$ cat src/rtl/dds_spi_master.sv
// SPI mode-0 master for the DDS tuning-register link: one 24-bit frame per start,
// frame = {reg_sel, 6'b0, wdata}, MSB first, every output driven straight from a flop.
module dds_spi_master #(
  parameter int CLK_DIV = 4
) (
  input  logic        clk,
  input  logic        rst,
  input  logic        start,
  input  logic [1:0]  reg_sel,
  input  logic [15:0] wdata,
  output logic        busy,
  output logic        done,
  output logic        spi_clock,
  output logic        spi_cs_n,
  output logic        spi_mosi
);

  localparam int TW = (CLK_DIV > 1) ? $clog2(CLK_DIV) : 1;

  typedef enum logic [2:0] {
    IDLE, SETUP, SCK_HI, SCK_LO, HOLD, GAP, DONE_S
  } state_t;

  state_t        state, state_nxt;
  logic [TW-1:0] tick;
  logic          tick_end;
  logic [4:0]    bit_cnt;
  logic [23:0]   shreg;
  logic          accept;
  logic          busy_d, done_d, clock_d, cs_n_d, mosi_d;

  // A start is only honoured in IDLE or the final DONE cycle, which allows back-to-back frames.
  assign accept   = start && ((state == IDLE) || (state == DONE_S));
  assign tick_end = (tick == TW'(CLK_DIV - 1));

  always_ff @(posedge clk or posedge rst) begin
    if (rst) state <= IDLE;
    else     state <= state_nxt;
  end

  always_comb begin
    state_nxt = state;
    case (state)
      IDLE:    if (accept)   state_nxt = SETUP;
      SETUP:   if (tick_end) state_nxt = SCK_HI;
      SCK_HI:  if (tick_end) state_nxt = SCK_LO;
      SCK_LO:  if (tick_end) state_nxt = (bit_cnt == 5'd0) ? HOLD : SCK_HI;
      HOLD:    if (tick_end) state_nxt = GAP;
      GAP:     if (tick_end) state_nxt = DONE_S;
      DONE_S:  state_nxt = accept ? SETUP : IDLE;
      default: state_nxt = IDLE;
    endcase
  end

  always_ff @(posedge clk or posedge rst) begin
    if (rst) begin
      tick    <= '0;
      bit_cnt <= 5'd0;
    end else begin
      if ((state == IDLE) || (state_nxt != state)) tick <= '0;
      else                                         tick <= tick + TW'(1);
      if (accept)
        bit_cnt <= 5'd23;
      else if ((state == SCK_LO) && tick_end && (bit_cnt != 5'd0))
        bit_cnt <= bit_cnt - 5'd1;
    end
  end

  // Shifting at the end of SCK_HI presents the next bit together with the falling edge.
  always_ff @(posedge clk) begin
    if (accept)
      shreg <= {reg_sel, 6'b000000, wdata};
    else if ((state == SCK_HI) && tick_end)
      shreg <= {shreg[22:0], 1'b0};
  end

  always_comb begin
    busy_d  = 1'b0;
    done_d  = 1'b0;
    clock_d = 1'b0;
    cs_n_d  = 1'b1;
    mosi_d  = 1'b0;
    case (state)
      SETUP, SCK_HI, SCK_LO: begin
        busy_d  = 1'b1;
        cs_n_d  = 1'b0;
        mosi_d  = shreg[23];
        clock_d = (state == SCK_HI);
      end
      HOLD: begin
        busy_d = 1'b1;
        cs_n_d = 1'b0;
      end
      GAP:     busy_d = 1'b1;
      DONE_S:  done_d = 1'b1;
      default: ;
    endcase
  end

  // Output stage: pins are the registered decode of the current state.
  always_ff @(posedge clk or posedge rst) begin
    if (rst) begin
      busy      <= 1'b0;
      done      <= 1'b0;
      spi_clock <= 1'b0;
      spi_cs_n  <= 1'b1;
      spi_mosi  <= 1'b0;
    end else begin
      busy      <= busy_d;
      done      <= done_d;
      spi_clock <= clock_d;
      spi_cs_n  <= cs_n_d;
      spi_mosi  <= mosi_d;
    end
  end

endmodule

$ cat config.mk
export PLATFORM = sky130hd
export DESIGN_NAME = dds_spi_master
export DESIGN_NICKNAME = d
export VERILOG_FILES = /design/src/rtl/dds_spi_master.sv
export SDC_FILE = /design/constraint.sdc
export NUM_CORES = 1
export LEC_CHECK = 0
export ABC_AREA = 0
export CORE_MARGIN = 3
export CORE_UTILIZATION = 38
export CTS_CLUSTER_SIZE = 40
export DETAILED_ROUTE_END_ITERATION = 8
export GPL_TIMING_DRIVEN = 0
export PLACE_DENSITY = 0.64
export SYNTH_ARGS = -nofsm -noshare
export SYNTH_HDL_FRONTEND = slang
export SYNTH_SLANG_ARGS = --single-unit
$ cat constraint.sdc
create_clock -name clk -period 1.9 [get_ports clk]
set_input_delay 0.38 -clock clk [delete_from_list [all_inputs] [get_ports clk]]
set_output_delay 0.38 -clock clk [all_outputs]
set_load 0.1 [all_outputs]
# == Yosys cells after proc, flatten, opt, wreduce, memory -nomap -nowiden ==
# Cells that the tools add are included.
# totals
ff_bits,39
inputBits,21
output_inout_bits,5
word_cells,53
# op_classes
addsub,2
n_eq_ne,8
muxes,19
reduce_logical,14
# ops
operator,n
2-to-1 mux 24 bit,2
2-to-1 mux 3 bit,7
case mux 3 bit (7 select lines),1
2-to-1 mux 5 bit,2
"equality test 3 bit, second input constant",3
"equality test 3 x 2 -> 1 bit, second input constant",2
2-to-1 mux 1 bit,6
logical NOT 5 bit,1
nonzero test 5 bit,1
OR reduction 5 bit,1
"subtractor 5 x 1 -> 5 bit, second input constant",1
logical AND 1 bit,4
nonzero test 2 bit,2
OR reduction 4 bit,1
"equality test 3 x 1 -> 1 bit, second input constant",1
logical NOT 3 bit,1
inequality test 3 bit,1
OR reduction 3 bit,1
"adder 2 x 1 -> 2 bit, second input constant",1
"equality test 2 bit, second input constant",1
logical OR 1 bit,2
2-to-1 mux 2 bit,1

# == Longest topological paths before layout ==
# depth
word_depth,8
ltp_mapped,7
mapped_depth_nobuf,5

# == Worst setup path before layout ==
# OpenSTA, ideal clock, no wires.
# synth_path
path_type,register to register
start,register tick[0]
end,register shreg[0] (enable)
setup_ns,0.296
arrival_ns,1.613
required_time_ns,1.604
setup_slack_ns,-0.009
stages_incl_launch_ff,7
n_path_buf,3
synth_period_minus_slack_ns,1.909
cell_sequence,dfrtp_1 > ha_1 > buf_2 > and4bb_2 > buf_4 > buf_6 > or2_2
# synth_between
elab_chain_cells,3
# synth_lines
element,line,source
from (decl),25,logic [TW-1:0] tick;
from (signal assigned),61,else tick <= tick + TW'(1);
equality test 2 bit,34,assign tick_end = (tick == TW'(CLK_DIV - 1));
logical AND 1 bit,73,else if ((state == SCK_HI) && tick_end)
nonzero test 2 bit (no line),-,
to (signal assigned),72,"shreg <= {reg_sel, 6'b000000, wdata};"
to (signal assigned),74,"shreg <= {shreg[22:0], 1'b0};"
to (decl),28,logic [23:0] shreg;
# No other way between the ends.
# A chain may end at the register's enable or synchronous reset.

# == Final worst setup path ==
# layout_path
start,register done
end,output port done
# layout_rtl
element,line,source
from (decl),12,"output logic done,"
from (signal assigned),110,done <= done_d;
# No word-level cell between the ends.

==> reports/metrics.yaml <==
setup_path:
  r2r_setup_slack_ns: 0.06
  cpMaxStageDelayCell: "dlygate4sd2_1"
  required_ns: 1.52
  cp_max_fo: 1
  crit_family: "buffers and inverters"
  slowest_delay_ns: 0.85
  path_buf_inv: 1
  crit_path_start_kind: "flip-flop"
  cp-end-kind: "primary output"
  cp_cell_sequence: "dlygate4sd2_1"
  arrival_ns: 1.48
  crit_type: "flip-flop to primary output"
timing:
  relSlewSlack_pct: 36.15
  timing.final.crit_share_pct: 97.71
  setup_ws_ns: 0.04345
  fin_crit_ns: 1.857
  finClkSkew_ns: 0.007503
  finalSetupViolations: 0
  max_freq_mhz: 538.6
  finalHoldViolations: 0
  slew_violations: 0
  rsz0062_at_grt: "no"
  worstMarginPinSlew_ns: 0.9616
route:
  vias: 1155
  wl_um: 3354
  antenna_left: 0
  drc: 0
  wire_per_inst_um: 15.67
  drtIter0Drc: 53
  routed_via_density: 5.397
  first_pass_iters: 4
yosys:
  synth_ff_type: "edfxtp_1"
  synth_cell_types: 40
  ys_async_sr_fraction_pct: 38.46
  synth_edf_count: 18
  syn_nets: 154
  avgSynthCellArea_um2: 13.27
  yosysWarnings: 0
  syn_inst: 130
  yosys.area.top_type: "edfxtp_1"
  synth_area_mm2: 0.001725
  synth_area_leaders: "edfxtp_1, dfrtp_1, a22o_1"
  yosysSeqAreaShare_pct: 60.12
  netlist.area_leader.share_pct: 31.33
  synth-seq-cells: 39
clock_network:
  cts_setup_buffers: 0
  cts_tree: "yes"
  root_buffer: "clkbuf_8"
  path_clk_slew_ns: 0.07
  cts-resized-gates: 8
  hold_buffers: 0
  cts_sinks: 39
  cts_buffers: 5
  clk_latency_ns: 0.29
  clk_path_buf_depth: 2
  h-tree-depth: 2
layout:
  finalNetCount: 187
  stdcell_area_mm2: 0.002131
  area_growth_pct: 23.50
  diodes: 0
  drive_above_1_share_pct: 15.85
  utilization_pct: 50.71
  finalNonFillerCells: 214
power_and_ir_drop:
  p_seq_share_pct: 59.8
  p_int_uw: 1171
  leakage_uw: 0.0007888
  powerDensity_mw_per_mm2: 689.9
  switchingPower_uw: 299.3
  pwr-share-clk_pct: 36.6
  combPwrFrac_pct: 3.6
  irDropWorstVdd_mv: 0.2851
  p_sw_share_pct: 20.36
  total_power_uw: 1470
global_routing:
  antenna_found_initial: 0
  grt_use_met3_pct: 3.830
  use_met2_pct: 21.65
  use_met1_pct: 16.12
  gr-total-overflow: 0
  grt_pass1_wl_um: 5520
  grt_pass1_vias: 1219
  grt_max_degree: 16
  track_usage_pct: 13.50
  grt.busiest_layer: "met2"
placement:
  hpwl_um: 2323
  dpl-instance-area_mm2: 0.002041
  io_buffers: 25
  placedCellCount: 205
  dpl_worst_slack_ns: -0.1571
  globalplace.congestion: 0.7702
floorplanning:
  die_w_um: 73.39
  start_util_pct: 41.07
  ios: 26
  die-area_mm2: 0.005385
  fp.dieH_um: 73.39
  num_rows: 23
  coreArea_mm2: 0.004202
flow_run:
  drv_cap: 0
run_status:
  outcome: "completed"
min_path:
  hp-class: "flip-flop to flip-flop"
## path summary, 6_finish.rpt
| kind | from | end | cells past startpoint |
|---|---|---|---|
| max in group asynchronous | rst | state[0] | 2 |
| min | tick[0] | tick[0] | 1 |
| max | done | done | 1 |
| min in group asynchronous | rst | spi_mosi | 2 |
| max reg2reg | tick[0] | shreg[15] | 6 |
| min reg2reg | tick[0] | tick[0] | 1 |
## registers in the layout (all words and copies together) (netlist names)
| register | cells |
|---|---|
| tick | 2 |
| done | 1 |
| busy | 1 |
| state | 3 |
| spi_cs_n | 1 |
| spi_mosi | 1 |
| shreg | 24 |
| spi_clock | 1 |
| bit_cnt | 5 |
## layer usage
metal / wire length, um / part of all wire, %
met5: 0 / 0
met4: 67 / 2.0
met3: 114 / 3.4
met2: 1694 / 51
met1: 1477 / 44
## cells in the final DEF (no fill, tap or decap), types with 2 or more instances in the layout
cell              n
and2_1            2
o21ai_0           6
clkdlybuf4s50_1  20
nand2_1           2
nor3b_1           4
dfrtp_1          14
ha_1              3
or2_4             2
nor4b_1           3
dlygate4sd2_1     4
edfxtp_1         18
clkbuf_8          5
a22o_1           17
buf_6             2
nand3_1           2
mux2i_1           7
or3_1             2
buf_4             4
nor2_1            8
dfxtp_1           6
inv_1             4
buf_2             3
## logic make-up after synthesis
| logic type | Yosys count | share of synthesized area [%] |
|---|---|---|
| mux | 7 | 4.061 |
| compound gates | 31 | 14.00 |
| fa+ha+maj | 3 | 2.176 |
| xor+xnor | 2 | 1.015 |
| simple gates | 35 | 13.85 |
| flops | 39 | 60.12 |
| buf+inv | 13 | 4.786 |
## synth_stat cells (2+ instances only)
library cell	count
a22o_1	17
or2_2	2
buf_6	2
nand3_1	2
dfrtp_1	14
nand2_1	2
nor3b_1	4
ha_1	3
buf_4	4
and2_1	2
o21ai_0	6
nor2_1	8
dfxtp_1	6
inv_1	4
or3_1	2
buf_2	3
nor4b_1	3
edfxtp_1	18
mux2i_1	7
## per-stage QoR
step,TNS (ns),hold slack (ns)
2_1_floorplan,0,0.2808
3_3_place_gp,-2.157,0.4293
3_5_place_dp,-2.908,0.4349
4_1_cts,0,0.4443
5_1_grt,0,0.4544
6_report,0,0.4396
## cell type report
class,count,area [um2]
Fill cell,381,2071
Sequential cell,39,1037
Multi-Input combinational cell,79,616.8
Timing Repair Buffer,25,246.5
Clock buffer,6,72.57
Buffer,9,67.56
Tap cell,50,62.56
Inverter,4,15.01
Clock inverter,2,12.51
## power groups by stage
stage               combinational, uW  clock [uW]  sequential, uW
floorplan                        8.16           0             896
global placement                 51.5           0             897
detailed placement               53.0           0             897
CTS                              53.3         561             879
global route                     56.7         590             879
finish                           52.3         539             879
Power figures use the tool's default switching activity.
